## config.mk

```make
export PLATFORM = sky130hd
export DESIGN_NAME = if_fetch_unit
export DESIGN_NICKNAME = d
export VERILOG_FILES = /design/src/rtl/if_fetch_unit.sv
export SDC_FILE = /design/constraint.sdc
export NUM_CORES = 1
export LEC_CHECK = 0
export CAP_MARGIN = 20
export CORE_MARGIN = 2
export CORE_UTILIZATION = 38
export CTS_BUF_LIST = sky130_fd_sc_hd__clkbuf_16
export DETAILED_ROUTE_END_ITERATION = 12
export DONT_BUFFER_PORTS = 1
export GPL_TIMING_DRIVEN = 0
export PLACE_DENSITY = 0.48
export SLEW_MARGIN = 20
export SYNTH_ARGS = -nofsm -noshare
export SYNTH_HDL_FRONTEND = slang
export SYNTH_SLANG_ARGS = --single-unit
export TNS_END_PERCENT = 5
```

## constraint.sdc

```tcl
create_clock -name clk -period 12.5 [get_ports clk]
set_input_delay 1.875 -clock clk [delete_from_list [all_inputs] [get_ports clk]]
set_output_delay 1.875 -clock clk [all_outputs]
set_load 0.03 [all_outputs]
```

## src/rtl/if_fetch_unit.sv

```systemverilog
// ---------------------------------------------------------------------------
// if_fetch_unit
//
// Instruction-fetch front end. Owns the program counter, issues word fetches
// to instruction memory over a req/ack handshake and presents a registered
// PC/instruction pair to the IF/ID pipeline register. A one-entry skid buffer
// catches a fetch that completes while the output is stalled. A redirect
// flushes the output and restarts fetching at the new target. An in-flight
// request is never abandoned: its response is waited for and thrown away.
//
// Ports:
//   clk            clock, rising edge
//   rst            asynchronous active-high reset
//   stall_i        downstream cannot accept; output is held
//   redirect_i     flush and restart fetch at redirect_pc_i
//   redirect_pc_i  redirect target (bits [1:0] forced to zero)
//   imem_req_o     fetch request
//   imem_addr_o    fetch address, stable until acknowledged
//   imem_ack_i     memory completes the request this cycle
//   imem_rdata_i   instruction word, valid with imem_ack_i
//   PC_o           PC of instruction_o
//   instruction_o  fetched instruction
//   valid_o        PC_o/instruction_o hold a real instruction
// ---------------------------------------------------------------------------
module if_fetch_unit #(
    parameter logic [31:0] RESET_PC = 32'h0000_0000,
    parameter logic [31:0] PC_STEP  = 32'd4
) (
    input  logic        clk,
    input  logic        rst,
    input  logic        stall_i,
    input  logic        redirect_i,
    input  logic [31:0] redirect_pc_i,
    output logic        imem_req_o,
    output logic [31:0] imem_addr_o,
    input  logic        imem_ack_i,
    input  logic [31:0] imem_rdata_i,
    output logic [31:0] PC_o,
    output logic [31:0] instruction_o,
    output logic        valid_o
);

    typedef enum logic [1:0] {
        IDLE,
        REQ,
        HOLD,
        DROP
    } state_t;

    state_t      state;
    state_t      state_n;
    logic [31:0] fetch_pc;
    logic [31:0] drop_addr;
    logic [31:0] skid_pc;
    logic [31:0] skid_instr;
    logic [31:0] redirect_target;
    logic        accept;

    // Output register can take a new value when it is empty or not stalled.
    assign accept          = !stall_i || !valid_o;
    assign redirect_target = redirect_pc_i & ~32'h3;

    always_ff @(posedge clk or posedge rst) begin
        if (rst) begin
            state <= IDLE;
        end else begin
            state <= state_n;
        end
    end

    // Next state plus bus outputs. The bus outputs depend on registers only.
    always_comb begin
        state_n     = state;
        imem_req_o  = 1'b0;
        imem_addr_o = fetch_pc;

        case (state)
            REQ: begin
                imem_req_o = 1'b1;
            end
            DROP: begin
                imem_req_o  = 1'b1;
                imem_addr_o = drop_addr;
            end
            default: begin
            end
        endcase

        if (redirect_i) begin
            // An unacknowledged request must stay on the bus, so the flush
            // parks in DROP until that response has been consumed.
            if ((state == REQ && !imem_ack_i) || state == DROP) begin
                state_n = DROP;
            end else begin
                state_n = REQ;
            end
        end else begin
            case (state)
                IDLE: state_n = REQ;
                REQ:  if (imem_ack_i && !accept) state_n = HOLD;
                HOLD: if (!stall_i) state_n = REQ;
                DROP: if (imem_ack_i) state_n = REQ;
                default: state_n = IDLE;
            endcase
        end
    end

    always_ff @(posedge clk or posedge rst) begin
        if (rst) begin
            fetch_pc      <= RESET_PC;
            drop_addr     <= '0;
            skid_pc       <= '0;
            skid_instr    <= '0;
            PC_o          <= '0;
            instruction_o <= '0;
            valid_o       <= 1'b0;
        end else if (redirect_i) begin
            PC_o          <= '0;
            instruction_o <= '0;
            valid_o       <= 1'b0;
            fetch_pc      <= redirect_target;
            // Remember the address still on the bus before fetch_pc moves.
            if (state == REQ && !imem_ack_i) begin
                drop_addr <= fetch_pc;
            end
        end else begin
            case (state)
                REQ: begin
                    if (imem_ack_i) begin
                        fetch_pc <= fetch_pc + PC_STEP;
                        if (accept) begin
                            PC_o          <= fetch_pc;
                            instruction_o <= imem_rdata_i;
                            valid_o       <= 1'b1;
                        end else begin
                            skid_pc    <= fetch_pc;
                            skid_instr <= imem_rdata_i;
                        end
                    end else if (accept) begin
                        valid_o <= 1'b0;
                    end
                end
                HOLD: begin
                    if (!stall_i) begin
                        PC_o          <= skid_pc;
                        instruction_o <= skid_instr;
                        valid_o       <= 1'b1;
                    end
                end
                default: begin
                end
            endcase
        end
    end

endmodule

```

**Word-level counts from Yosys, hierarchy flattened**

Cells that the tools add are included.

- $add $sub $neg: 1
- Eq/ne operators: 8
- Multiplexer cells: 27
- Bitwise operators: 2
- Reduce and logical (&&, ||, !) cells: 19

Operators with widths:

| operator | number |
|---|---|
| $mux W32 | 12 |
| $pmux W32 S2 | 2 |
| $add A32 B3 Y32 const B | 1 |
| $ne A3 B3 Y1 const B | 5 |
| $mux W2 | 5 |
| $pmux W2 S4 | 1 |
| $reduce_and A4 Y1 | 2 |
| $mux W1 | 6 |
| $reduce_and A3 Y1 | 2 |
| $eq A2 B2 Y1 const B | 2 |
| $logic_not A1 Y1 | 4 |
| $reduce_and A2 Y1 | 2 |
| $reduce_bool A2 Y1 | 2 |
| $reduce_bool A3 Y1 | 1 |
| $eq A2 B1 Y1 const B | 1 |
| $logic_and A1 B1 Y1 | 2 |
| $logic_not A2 Y1 | 1 |
| $logic_or A1 B1 Y1 | 2 |
| $not A1 Y1 | 2 |
| $pmux W1 S2 | 1 |
| $reduce_or A2 Y1 | 1 |

- Register bits after elaboration: 195
- Bits of input ports: 69
- Word-level logic and storage cells: 65

**Depth between registers and ports, before layout**

- Depth in word-level cells: 7
- Mapped depth: 8
- Gate-level depth less buffers: 5

**Worst setup path before layout**

OpenSTA, ideal clock, no wires.

- Path kind: register to output
- Start: register state[1]
- End: output port imem_addr_o[10]
- Data arrival time: 1.413 ns
- Path slack: 9.212 ns
- Cell stages (with the launch flop): 5
- Path buffers: 2
- Path through: dfrtp_1 clkbuf_1 nand2_1 clkbuf_1 mux2_2

- Longest elaborated chain between the ends: 2

RTL lines:

| item | RTL line | text |
|---|---|---|
| start, declared | 50 | `state_t state;` |
| start signal, assigned | 67 | `state <= state_n;` |
| $eq A2 B2 Y1 | 77 | `case (state)` |
| $mux W32 | 77 |  |
| end, declared | 35 | `output logic [31:0] imem_addr_o,` |

Every way passes these cells.

**Worst setup path after layout**

- Start: register state[1]
- End: output port imem_addr_o[30]

The elaborated chain is that of the path after synthesis.

==> impl_results.md <==
* Status: completed
* Comb power frac at 17.6%
* Period utilisation layout at 33.1%
* Post-Synth Simple-Gate Area at 12.1%
* CTS sink count at 188
* Area Growth Syn to Fin at 11.2%
* CP startpoint kind: flip-flop
* TritonCTS clock tree: done
* Switch share at 32.0%
* Bufs and invs on worst path at 2
* Row count at 56
* Port Buffer Count at 0
* CP max-delay cell: clkbuf_1
* RSZ-0062 raised after global routing: no
* Root Buffer Master: clkbuf_16
* Net load switching power at 0.000532 W
* Vias in the first global route at 6191
* Fin util at 42.7%
* Initial antenna violation count at 0
* Hold Vio Cnt, Final at 0
* Clk slew on worst S/H paths at 0.07 ns
* Design area at 0.00997 sq mm
* Clock power frac at 31.9%
* Die span in y at 158 um
* Flops & latches, synth at 188
* WS Path Type: flip-flop to output port
* DRC at 0
* Reg power frac at 50.5%
* Die width at 158 um
* Worst Tran Pin Value at 0.991 ns
* Drt wl/cell at 19.8 um
* Core Area at 0.0233 sq mm
* N_diodes at 0
* Req. time, crit path at 10.62 ns
* Final setup skew at 0.0115 ns
* Placed instance count at 1136
* Setup TNS at 0 ns
* Commonest non-fill, non-tap cell in the layout: dfrtp_1
* First-pass GRT wire length at 35.9 mm
* Async set or reset register ratio after synthesis at 100%
* Sequential share of the synthesized area at 52.5%
* Final slew viol count at 0
* Share of layout cells above drive strength 1 at 28.5%
* Setup crit end kind: output port
* CP max FO at 10
* Most frequent cells in the layout: dfrtp_1 (188), mux2_2 (184), nand2_1 (154)
* Final setup violation count at 0
* Max-cap violations at 0
* Pwr dens at 167 mW/mm^2
* Detailed Place HPWL at 16.0 mm
* Crit path time final at 4.14 ns
* Starting Density at 38.4%
* Finished Layout Cells at 1168
* Post-synthesis xor/xnor area fraction at 0.977%
* Main combinational cell family by area after synthesis: multiplexers
* Post-DP Area at 0.00941 sq mm
* Syn avg cell area at 11.0 sq um
* Worst-Skew Late Latency at 0.43 ns
* Post-Synth Adder-Cell Area at 0.251%
* Cell Chain, Critical Path: clkbuf_1 -> nand2_1 -> clkbuf_1 -> mux2_2
* GRT Util Overall at 18.9%
* Final ANT Viol Nets at 0
* Largest net degree at the start of global routing at 96
* DR vias at 6230
* Post-synth top flop: dfrtp_1
* Fillers at 2243
* CP max stage delay at 0.59 ns
* EDFF count, synth at 0
* Internal power at 0.00113 W
* Initial DRC count at 365
* Static Leak at 4.33 nW
* Setup bufs post-CTS at 0
* Detailed-router iteration count before antenna repair at 4
* Die ar. at 0.0248 sq mm
* Post-CTS Resized at 0
* Gpl congestion at 0.784
* # H-tree levels at 4
* Critical path's most frequent cell: clkbuf_1
* Hold Path Class: flip-flop to flip-flop
* Worst vdd ir at 0.0000803 V
* Synth unique cells at 42
* Grt total ovfl at 0
* Mux share of post-synthesis cell area at 23.2%
* Io pins at 167
* Vias per cell at 5.33
* Clock Path Buffers at 2
* Yosys warning total at 0
* CTS Buf Count at 17
* Worst hold margin at 0.504 ns
* Max Freq at 242 MHz
* Critical Path AT at 2.26 ns
* Nets@finish at 906
* CTS Hold Bufs at 0
* Rel. slew slack at 33.9%
* Mapped Cells at 815
* Synth Area in Compound Gates at 7.20%
* Top delay family on crit path: buffers and inverters
* Mapped cell area at 0.00897 sq mm
* Total wire length at 23.1 mm
final cells by class:
class | instances | area (sq um) | share of cell area (%)
clock inverters | 15 | 140 | 1.41
clock buffers | 17 | 425 | 4.27
inverters | 7 | 33.8 | 0.339
well taps | 319 | 399 | 4.00
multi-input cells | 551 | 3930 | 39.4
repair buffers | 1 | 27.5 | 0.276
plain buffers | 70 | 314 | 3.15
flip-flops and latches | 188 | 4700 | 47.2
cells in the mapped netlist, types with 4 or more instances:
cell	instances	area (sq um)
a31oi_1	18	113
nand3_1	11	55.1
o31ai_1	15	113
nand4_1	8	50.1
o21ai_0	16	80.1
buf_2	18	90.1
xor2_1	4	35.0
dfrtp_1	188	4700
and3_1	5	31.3
clkbuf_1	42	158
xnor2_1	6	52.6
mux2_2	184	2070
nor2_1	19	71.3
nand2_1	154	578
or4_1	16	120
inv_1	6	22.5
a21oi_1	63	315
cells by family (layout without fill, tap and decap cells):
logic type      after synthesis  count (layout)
mux                         185             185
simple gates                237             237
flops                       188             188
buf+inv                      77             110
fa+ha+maj                     2               2
xor+xnor                     10              10
compound gates              115             115
other cells                   1               2
per-stage QoR:
stage                     total power [W]  worst slack (ns)
final                             0.00166              8.36
after global routing              0.00175              8.25
after CTS                         0.00169              8.33
after detailed placement          0.00115              8.49
after global placement            0.00113              3.46
after floorplan                   0.00108              5.51
metal layers:
metal  share of wire (%)  up-vias  global-route usage (%)
li1                    -     2879                       -
met2                  47      174                    30.0
met4                 1.3        0                    5.15
met5                   0        -                       0
met3                 7.8       21                    5.91
met1                  44     3156                    25.1
power by group through the flow:
stage | clock (W) | combinational (W) | sequential (W)
2_1_floorplan | 0 | 0.000250 | 0.000825
6_report | 0.000531 | 0.000293 | 0.000839
4_1_cts | 0.000549 | 0.000299 | 0.000840
5_1_grt | 0.000576 | 0.000320 | 0.000853
3_5_place_dp | 0 | 0.000298 | 0.000851
3_3_place_gp | 0 | 0.000287 | 0.000845
worst paths after layout:
kind,start,end,slack (ns),cells after the start
worst max-delay path,state[1],imem_addr_o[30],8.36,4
worst min-delay path,drop_addr[22],drop_addr[22],0.50,1
worst max register to register,state[1],instruction_o[7],9.38,7
worst min register to register,drop_addr[22],drop_addr[22],0.50,1
max in group asynchronous,rst,state[1],10.20,2
min in group asynchronous,rst,instruction_o[16],1.39,1
flip-flops by register name (all words and copies together) (netlist names):
| register | cells |
|---|---|
| drop_addr | 30 |
| instruction_o | 32 |
| skid_instr | 32 |
| valid_o | 1 |
| PC_o | 31 |
| skid_pc | 30 |
| fetch_pc | 30 |
| state | 2 |
No activity file was read; power rests on OpenSTA's default activity.
